<file path="src/rtl/sdf_fire_scheduler.sv">
// Fire scheduler for an SDF actor shared by FLUX streams: round-robin arbitration,
// one-cycle FIFO read/fire strobe, then wait for the actor's completion pulse.
module sdf_fire_scheduler #(
  parameter int unsigned PORTS = 2,
  parameter int unsigned FLUX  = 2,
  parameter int unsigned CNT_W = 16
) (
  input  logic                  ck,
  input  logic                  rst,
  input  logic [PORTS*FLUX-1:0] in_empty,
  output logic [PORTS*FLUX-1:0] in_read,
  input  logic                  out_full,
  input  logic [FLUX-1:0]       en,
  input  logic                  done,
  output logic                  fire,
  output logic [FLUX-1:0]       fire_sel,
  output logic                  busy,
  output logic [CNT_W-1:0]      fire_cnt
);

  localparam int unsigned PTR_W = (FLUX > 1) ? $clog2(FLUX) : 1;

  typedef enum logic [1:0] {IDLE, READ, WAIT} state_t;

  state_t                  state;
  logic [PTR_W-1:0]        ptr;
  logic [PTR_W-1:0]        g;
  logic [PTR_W-1:0]        pick;
  logic [PTR_W-1:0]        idx;
  logic                    any;
  logic [FLUX-1:0]         eligible;
  logic [FLUX-1:0]         pick_oh;
  logic [PORTS*FLUX-1:0]   pick_mask;

  always_comb begin
    eligible = '0;
    for (int unsigned f = 0; f < FLUX; f++) begin
      eligible[f] = en[f] & ~|in_empty[f*PORTS +: PORTS] & ~out_full;
    end
  end

  // Scan upward from ptr with wrap-around; first eligible flux wins.
  always_comb begin
    any  = 1'b0;
    pick = '0;
    idx  = '0;
    for (int unsigned k = 0; k < FLUX; k++) begin
      idx = PTR_W'((32'(ptr) + k) % FLUX);
      if (!any && eligible[idx]) begin
        any  = 1'b1;
        pick = idx;
      end
    end
  end

  always_comb begin
    pick_oh   = '0;
    pick_mask = '0;
    for (int unsigned f = 0; f < FLUX; f++) begin
      pick_oh[f]                 = (pick == PTR_W'(f));
      pick_mask[f*PORTS +: PORTS] = {PORTS{pick_oh[f]}};
    end
  end

  always_ff @(posedge ck or negedge rst) begin
    if (!rst) begin
      state    <= IDLE;
      ptr      <= '0;
      g        <= '0;
      fire_cnt <= '0;
      in_read  <= '0;
      fire     <= 1'b0;
      fire_sel <= '0;
      busy     <= 1'b0;
    end else begin
      case (state)
        IDLE: begin
          if (any) begin
            g        <= pick;
            in_read  <= pick_mask;
            fire     <= 1'b1;
            fire_sel <= pick_oh;
            busy     <= 1'b1;
            state    <= READ;
          end
        end
        READ: begin
          in_read  <= '0;
          fire     <= 1'b0;
          fire_sel <= '0;
          state    <= WAIT;
        end
        WAIT: begin
          if (done) begin
            busy     <= 1'b0;
            ptr      <= (g == PTR_W'(FLUX - 1)) ? '0 : g + PTR_W'(1);
            fire_cnt <= fire_cnt + CNT_W'(1);
            state    <= IDLE;
          end
        end
        default: state <= IDLE;
      endcase
    end
  end

endmodule

</file>
<file path="config.mk">
export PLATFORM = sky130hd
export DESIGN_NAME = sdf_fire_scheduler
export DESIGN_NICKNAME = d
export VERILOG_FILES = /design/src/rtl/sdf_fire_scheduler.sv
export SDC_FILE = /design/constraint.sdc
export NUM_CORES = 1
export LEC_CHECK = 0
export BUFFER_PORTS_ARGS = -buffer_cell sky130_fd_sc_hd__buf_2
export CAP_MARGIN = 20
export CORE_AREA = 2 2 56 58
export CTS_CLUSTER_SIZE = 30
export DETAILED_ROUTE_END_ITERATION = 16
export DIE_AREA = 0 0 58 60
export PLACE_DENSITY = 0.68
export SLEW_MARGIN = 20
export SYNTH_ARGS = -nofsm -noshare
export SYNTH_HDL_FRONTEND = slang
export SYNTH_SLANG_ARGS = --single-unit
</file>
<file path="constraint.sdc">
create_clock -name ck -period 3 [get_ports ck]
set_input_delay 0.3 -clock ck [delete_from_list [all_inputs] [get_ports ck]]
set_output_delay 0.3 -clock ck [all_outputs]
set_load 0.01 [all_outputs]
</file>
==> results of run 1 <==
flip-flops by register name, summed over array words and instances, names as in the netlist:
signal,count
in_read,2
fire_cnt,16
busy,1
state,2
ptr,1
g,1
fire,1
kinds of logic (layout without fill, tap and decap cells):
kind of cell	Yosys count	count (layout)	share of synthesized area [%]
xor gates and xnor gates	15	15	12.1
adders and majority gates	1	1	1.16
buffers and inverters	7	40	3.93
AOI/OAI and AO/OA	8	8	5.09
muxes	1	1	1.04
and+or+nand+nor	39	39	21.2
DFF	24	24	55.5
per-layer routing:
metal | track usage (%) | wire length [um] | part of all wire, % | up-vias
met5 | 0 | 0 | 0 | -
met4 | 6.98 | 27 | 1.3 | 0
met3 | 3.03 | 75 | 3.7 | 4
met2 | 20.6 | 1020 | 51 | 16
met1 | 17.5 | 882 | 44 | 363
li1 | - | - | - | 389
area by class of cell:
type / count / share of cell area, %
clock inverters: 1 / 2.28
repair buffers: 34 / 13.3
multi-input cells: 64 / 33.4
flip-flops and latches: 24 / 45.6
clock buffers: 3 / 1.71
well taps: 33 / 3.14
inverters: 2 / 0.570
where the power goes:
group	switching [uW]	total (uW)	internal, uW
combinational	91.7	184	92.2
sequential	53.1	429	376
clock	94.4	230	135
path summary, 6_finish.rpt:
check	slack (ns)	depth (start not counted)	from	end
min	0.24	2	done	state[1]$_DFFE_PN0P_
min in group asynchronous	0.47	2	rst	fire_cnt[3]$_DFFE_PN0P_
max in group asynchronous	2.17	2	rst	in_read[2]$_DFFE_PN0P_
max	1.49	3	ptr$_DFFE_PN0P_	in_read[2]$_DFFE_PN0P_
max reg2reg	1.49	3	ptr$_DFFE_PN0P_	in_read[2]$_DFFE_PN0P_
min reg2reg	0.47	1	g$_DFFE_PN0P_	ptr$_DFFE_PN0P_
placed cells by master, fill, tap and decap left out, drive strengths merged:
| cell | n |
|---|---|
| nand3b | 1 |
| o21ai | 3 |
| o22a | 1 |
| nor2b | 1 |
| a221o | 1 |
| o21a | 1 |
| nor4 | 1 |
| dlygate4sd3 | 1 |
| a21oi | 1 |
| mux2 | 1 |
| nand2b | 2 |
| xor2 | 4 |
| bufinv | 1 |
| or4b | 1 |
| xnor2 | 11 |
| inv | 2 |
| buf | 33 |
| nor3 | 2 |
| nor2 | 8 |
| nand4b | 1 |
| nor4b | 2 |
| clkbuf | 3 |
| dfrtp | 24 |
| nand2 | 10 |
| ha | 1 |
| a21o | 1 |
| nand3 | 6 |
| and3 | 2 |
| nand4 | 2 |
per-stage QoR:
step	power [uW]	setup WS [ns]	hold WS [ns]
6_report	843	1.49	0.245
5_1_grt	899	1.33	0.229
4_1_cts	857	1.48	0.240
3_5_place_dp	622	1.47	0.308
3_3_place_gp	615	1.51	0.301
2_1_floorplan	555	1.56	0.00441
repair_timing:
action / CTS / global route
hold buffers: 1 / 0
gates resized for setup: 0 / 0
endpoints found under the hold margin: 24 / 0
==> flow_summary.toml, run 1 <==
[setup_path]
worst_path_max_delay_cell = "or4b_4"
startpoint_type = "register"
end_kind = "register"
crit_family = "simple AND/OR/NAND/NOR gates"
crit_chain = "or4b_4, and3_1, a221o_1"
critical_path_class = "reg2reg"
cp.required_ns = 3.20
cp_slowest_stage_delay_ns = 0.54
cp.arrival_ns = 1.72
path_buf_inv = 0
worstPathMaxFanout = 2

[clocking]
cts.htree.levels = 1
cts_made_buffers = 3
clkLatencyLatePin_ns = 0.32
tritoncts = "yes"
clockBufferDepth = 2
clkTransAtPathRegs_ns = 0.13
clockRootBuffer = "clkbuf_4"
cts_setup_buffers = 0
cts_sinks = 24

[finish]
fin_nets = 140
multi_input_area_sq_um = 439
nFillCells = 279
utilization_pct = 45.3
syn2layout_area_growth_pct = 21.6
fin_area_sq_um = 1320
drive_above_1_share_pct = 32.8
fin_cells = 161
diodes = 0
regArea_sq_um = 601

[power]
peakVddDrop_v = 0.000459
p_leak_uw = 0.000693
power_density_nw_per_um2 = 640

[yosys]
synth_cells = 95
synth_cell_types = 28
syn-cell-area_sq_um = 1080
synth_edf_count = 0
synth_fp_nets = 106
synth_top_area_cell = "dfrtp_1"
yosys-top-cells-area = "dfrtp_1 55%, xnor2_1 8.9%, nand2_1 3.5%, xor2_1 3.2%, nand3_1 2.8%"
yosys.cell_count.top_type = "dfrtp_1"
ys_seq_area_share_pct = 55.5
synthTopCellsByCount = "24 x dfrtp_1, 11 x xnor2_1, 10 x nand2_1"
async_reset_ff_share_pct = 100
syn_area_per_cell_sq_um = 11.4
ys_warn_count = 0
synth-seq-cells = 24
synth-main-ff-cell = "dfrtp_1"
synth_top_area_share_pct = 55.5

[floorplan]
die_area_sq_um = 3480
fp.dieH_um = 60
core-area_sq_um = 2900
ioPinCount = 34
initial_core_util_pct = 37.3
num_rows = 20
die_w_um = 58

[timing]
rsz0062_at_grt = "false"
slew_headroom_pct = 62.8
fmax_ghz = 0.661
fin_crit_ns = 1.51
setup_viol_count_final = 0
worstMarginPinSlew_ns = 0.550
fin_setup_tns_ns = 0
hold_viol = 0
skew_ns = 0.0138
slew_violations = 0
finalCritPeriodShare_pct = 50.4

[grt]
grt_max_degree = 25
grt.total_usage_pct = 13.3
grt_pass1_vias = 734
overflow = 0
grt_pass1_wl_um = 3460
grt_antenna_before_repair = 0

[place]
hpwl_um = 1530
postPlaceCellArea_sq_um = 1250
port_buffers = 33
dpl.cell_count = 156
gp_congestion = 0.730

[route]
antenna_left = 0
wl_um = 2010
dr_total_vias = 772
wl_per_cell_um = 12.5
drt_iter0_drc = 6
dr.pass1.iters = 4
via_per_inst = 4.80
route.detailed.drc = 0

[min_path]
min_path_type = "in2reg"

[run_status]
status = "complete, no violations"

[flow_run]
maxCapViolations = 0
No activity file was read; power rests on OpenSTA's default activity.
==> run 2, diff against run 1 <==
clock period = 1.5 ns   (was 3 ns; I/O delays follow)
==> run 2 against run 1 <==
Compared with the run above: first-iteration DRC count rose to 2.8 times the previous value; combinational power grew 120%; critical endpoint unchanged; clock skew is 0.0053 ns lower; wire length increased by 4.4%; largest power group unchanged; register-to-register slack worse by 1.4 ns.
==> flow_summary.toml, run 2 (same netlist as run 1, synthesis figures left out) <==
[timing]
fin_crit_ns = 1.42
skew_ns = 0.00852
rsz0062_at_grt = "false"
fmax_ghz = 0.707
whs_ns = 0.114
slew_violations = 0
worstMarginPinSlew_ns = 0.526
finalCritPeriodShare_pct = 94.4
fin_ws_ns = 0.0847
slew_headroom_pct = 65.0
hold_viol = 0
setup_viol_count_final = 0
fin_setup_tns_ns = 0

[floorplan]
initial_core_util_pct = 37.3
ioPinCount = 34
die_w_um = 58
num_rows = 20
fp.dieH_um = 60
core-area_sq_um = 2900
die_area_sq_um = 3480

[setup_path]
reg2reg_depth = 3
end_kind = "register"
cp.required_ns = 1.70
startpoint_type = "register"
critical_path_class = "reg2reg"
rrSetupSlack_ns = 0.08
worstPathMaxFanout = 2
cp.arrival_ns = 1.61
r2r_end = "in_read[2]$_DFFE_PN0P_"
reg2reg_from = "ptr$_DFFE_PN0P_"

[run_status]
status = "complete, no violations"

[finish]
fin_nets = 146
largest_reg_flops = 16
fin_area_sq_um = 1360
mostFrequentLayoutCells = "33 x buf_2, 24 x dfrtp_1, 11 x xnor2_1"
nFillCells = 274
syn2layout_area_growth_pct = 25.4
reg_top3 = "fire_cnt x16, in_read x2, state x2"
diodes = 0
largest-register = "fire_cnt"
final_common_cell = "buf_2"
drive_above_1_share_pct = 37.3

[clocking]
cts_sinks = 24
cts_setup_buffers = 0
clockRootBuffer = "clkbuf_4"
cts_made_buffers = 3
clkTransAtPathRegs_ns = 0.12
cts.htree.levels = 1
clkLatencyLatePin_ns = 0.31
clockBufferDepth = 2
tritoncts = "yes"

[min_path]
worstHoldStart = "done"
min_path_type = "in2reg"
hold_path_depth = 2
hold_end = "state[1]$_DFFE_PN0P_"

[grt]
grt.total_usage_pct = 14.0
grt_max_degree = 25
grt_pass1_wl_um = 3660
grt_antenna_before_repair = 0
grt_pass1_vias = 839
overflow = 0

[power]
p_leak_uw = 0.000713
total_power_uw = 1590
power_density_nw_per_um2 = 1170
peakVddDrop_v = 0.000740

[route]
route.detailed.drc = 0
antenna_left = 0
wl_per_cell_um = 12.6
wl_um = 2100
via_per_inst = 4.86
drt_iter0_drc = 17
dr_total_vias = 812
dr.pass1.iters = 4

[flow_run]
maxCapViolations = 0

[place]
gp_congestion = 0.782
port_buffers = 33
hpwl_um = 1620
pre_cts_ws_ns = 0.00128
postPlaceCellArea_sq_um = 1300
## run 2: final cells by class
cell class,instances,area [sq um],area share (%)
clock buffer,4,36.3,2.67
inverter,2,7.51,0.553
multi-input combinational,64,452,33.3
sequential,24,601,44.2
tap,33,41.3,3.04
timing repair buffer,40,220,16.2
## run 2: metal layers
layer  vias to the layer above  part of all wire, %  global-route usage [%]
met5                         -                    0                       0
met4                         0                  1.6                    8.31
met3                         4                  4.7                    2.38
met2                        18                   51                    23.4
met1                       390                   43                    16.8
li1                        400                    -                       -
## run 2: power by group
group          internal [uW]  total, uW  switching (uW)
Clock                    148        331             183
Sequential               753        845            92.5
Combinational            210        410             201
Total                   1110       1590             476
## run 2: critical path, cell delays in order (launching register included)
cell,delay [ns]
dfrtp_1,0.41
or4b_4,0.49
and3_4,0.17
a221o_1,0.25
## run 2: through the flow
stage	utilization, %	cells
finish	46.8	167
global route	46.8	167
CTS	46.5	167
detailed placement	44.7	162
global placement	44.7	162
floorplan	-	95
## run 2: worst max path at each step
stage / slack [ns] / from / depth (start not counted) / to
after global routing: 0.007 / state[0]$_DFFE_PN0P_ / 4 / fire_cnt[7]$_DFFE_PN0P_
after floorplan: 0.06 / ptr$_DFFE_PN0P_ / 3 / in_read[2]$_DFFE_PN0P_
after CTS: 0.03 / ptr$_DFFE_PN0P_ / 3 / in_read[2]$_DFFE_PN0P_
after global placement: 0.05 / ptr$_DFFE_PN0P_ / 3 / in_read[2]$_DFFE_PN0P_
final: 0.08 / ptr$_DFFE_PN0P_ / 3 / in_read[2]$_DFFE_PN0P_
after detailed placement: 0.001 / ptr$_DFFE_PN0P_ / 3 / in_read[2]$_DFFE_PN0P_
## run 2: repair_timing
item,in CTS,in global routing
hold endpoints to repair,24,0
hold buffers,1,0
gates resized for setup,1,2
setup endpoints to repair,1,6
pin swaps,1,1
==> run 3, diff against run 2 <==
CORE_AREA = 3 3 57 59   (was 2 2 56 58)
DIE_AREA = 0 0 60 62   (was 0 0 58 60)
==> run 3 against run 2 <==
Compared with the run above: combinational power up 11%; count of clock-buffer cells in the layout down 1; sequential share of layout area down 0.76 points; power up 12%; utilization up 3.3 points; final cell count unchanged; sequential power about the same; critical endpoint unchanged; largest cell class unchanged; highest routed layer unchanged.
==> flow_summary.toml, run 3 (same netlist as run 1, synthesis figures left out) <==
[run_status]
status = "complete, no violations"

[floorplan]
core-area_sq_um = 2760
die_w_um = 60
initial_core_util_pct = 39.2
die_area_sq_um = 3720
num_rows = 19
ioPinCount = 34
fp.dieH_um = 62

[power]
internal-power_uw = 1270
p_leak_uw = 0.000729
power_frac_seq_pct = 47.8
peakVddDrop_v = 0.000764
power_switching_uw = 505
swShare_pct = 28.5
clkPwrFrac_pct = 26.5
combPwrFrac_pct = 25.7
power_density_nw_per_um2 = 1280

[finish]
largest_reg_flops = 16
diodes = 0
largest-register = "fire_cnt"
reg_top3 = "fire_cnt x16, in_read x2, state x2"
fin_nets = 148
fin_area_sq_um = 1380
syn2layout_area_growth_pct = 27.6
drive_above_1_share_pct = 38.2
final_common_cell = "buf_2"
mostFrequentLayoutCells = "33 x buf_2, 24 x dfrtp_1, 11 x xnor2_1"

[route]
via_per_inst = 5.05
drt_iter0_drc = 6
route.detailed.drc = 0
dr.pass1.iters = 4
wl_per_cell_um = 13.3
wl_um = 2220
dr_total_vias = 843
antenna_left = 0

[place]
hpwl_um = 1630
postPlaceCellArea_sq_um = 1300
port_buffers = 33
pre_cts_ws_ns = 0.00244
gp_congestion = 0.821

[grt]
grt_pass1_wl_um = 3640
grt_max_degree = 25
grt_antenna_before_repair = 0
grt.total_usage_pct = 13.6
top_usage_layer = "met2"
overflow = 0
met1_usage_pct = 17.2
use_met2_pct = 21.3
grt_util_met3_pct = 2.07
grt_pass1_vias = 828

[setup_path]
cp_slowest_stage_delay_ns = 0.54
cp.required_ns = 1.72
startpoint_type = "register"
end_kind = "register"
cp.arrival_ns = 1.70
crit_chain = "or4b_4, and3_4, a221o_1"
worstPathMaxFanout = 2
worst_path_max_delay_cell = "or4b_4"
critical_path_class = "reg2reg"
crit_family = "simple AND/OR/NAND/NOR gates"
path_buf_inv = 0

[timing]
skew_ns = 0.00264
fin_ws_ns = 0.0248
rsz0062_at_grt = "false"
worstMarginPinSlew_ns = 0.518
fmax_ghz = 0.678
fin_crit_ns = 1.48
slew_violations = 0
hold_viol = 0
finalCritPeriodShare_pct = 98.3
setup_viol_count_final = 0
slew_headroom_pct = 65.5
whs_ns = 0.0906
fin_setup_tns_ns = 0

[clocking]
clkTransAtPathRegs_ns = 0.13
cts.htree.levels = 1
clockRootBuffer = "clkbuf_4"
clkLatencyLatePin_ns = 0.32
tritoncts = "yes"
cts_sinks = 24
cts_made_buffers = 3
clockBufferDepth = 2

[flow_run]
maxCapViolations = 0

[min_path]
min_path_type = "in2reg"
## run 3: power by group through the flow
| stage | logic (uW) | clock network, uW | registers, uW |
|---|---|---|---|
| 6_report | 455 | 469 | 846 |
| 5_1_grt | 498 | 511 | 868 |
| 4_1_cts | 442 | 481 | 845 |
| 3_5_place_dp | 416 | 0 | 860 |
| 3_3_place_gp | 411 | 0 | 850 |
| 2_1_floorplan | 220 | 0 | 891 |
## run 3: worst paths after layout
path / from / cells past startpoint / slack, ns / endpoint
hold reg to reg: g$_DFFE_PN0P_ / 1 / 0.48 / ptr$_DFFE_PN0P_
setup reg to reg: ptr$_DFFE_PN0P_ / 3 / 0.02 / in_read[2]$_DFFE_PN0P_
max in group asynchronous: rst / 2 / 0.84 / fire_cnt[5]$_DFFE_PN0P_
min in group asynchronous: rst / 2 / 0.31 / fire_cnt[10]$_DFFE_PN0P_
setup / recovery: ptr$_DFFE_PN0P_ / 3 / 0.02 / in_read[2]$_DFFE_PN0P_
hold / removal: done / 2 / 0.09 / state[1]$_DFFE_PN0P_
## run 3: what timing repair did
action | CTS | global route
setup buffers | 1 | 1
hold endpoints to repair | 24 | 0
resized for setup | 1 | 1
pin swaps | 0 | 1
endpoints found under the setup margin | 1 | 6
hold buffers | 1 | 0
cloned | 0 | 0
## run 3: through the flow
step / instances / util (%) / total power (uW)
floorplan: 95 / - / 1110
global placement: 160 / 47.0 / 1260
global route: 167 / 50.1 / 1880
CTS: 166 / 49.7 / 1770
finish: 167 / 50.1 / 1770
detailed placement: 160 / 47.0 / 1280
## run 3: worst reg2reg max path: stages (launching register included)
cell and delay, ns:
dfrtp_1 0.42, or4b_4 0.55, and3_4 0.17, a221o_1 0.25
## run 3: routing by layer
layer | routed length, um | vias up
met2 | 1080 | 21
met1 | 943 | 411
met5 | 0 | -
met4 | 97 | 0
li1 | - | 402
met3 | 95 | 9
## run 3: layout make-up
| type | count | area (sq um) |
|---|---|---|
| Fill cell | 262 | 1380 |
| Multi-Input combinational cell | 64 | 447 |
| Sequential cell | 24 | 601 |
| Clock buffer | 3 | 22.5 |
| Inverter | 2 | 7.51 |
| Timing Repair Buffer | 42 | 235 |
| Clock inverter | 1 | 30.0 |
| Tap cell | 31 | 38.8 |
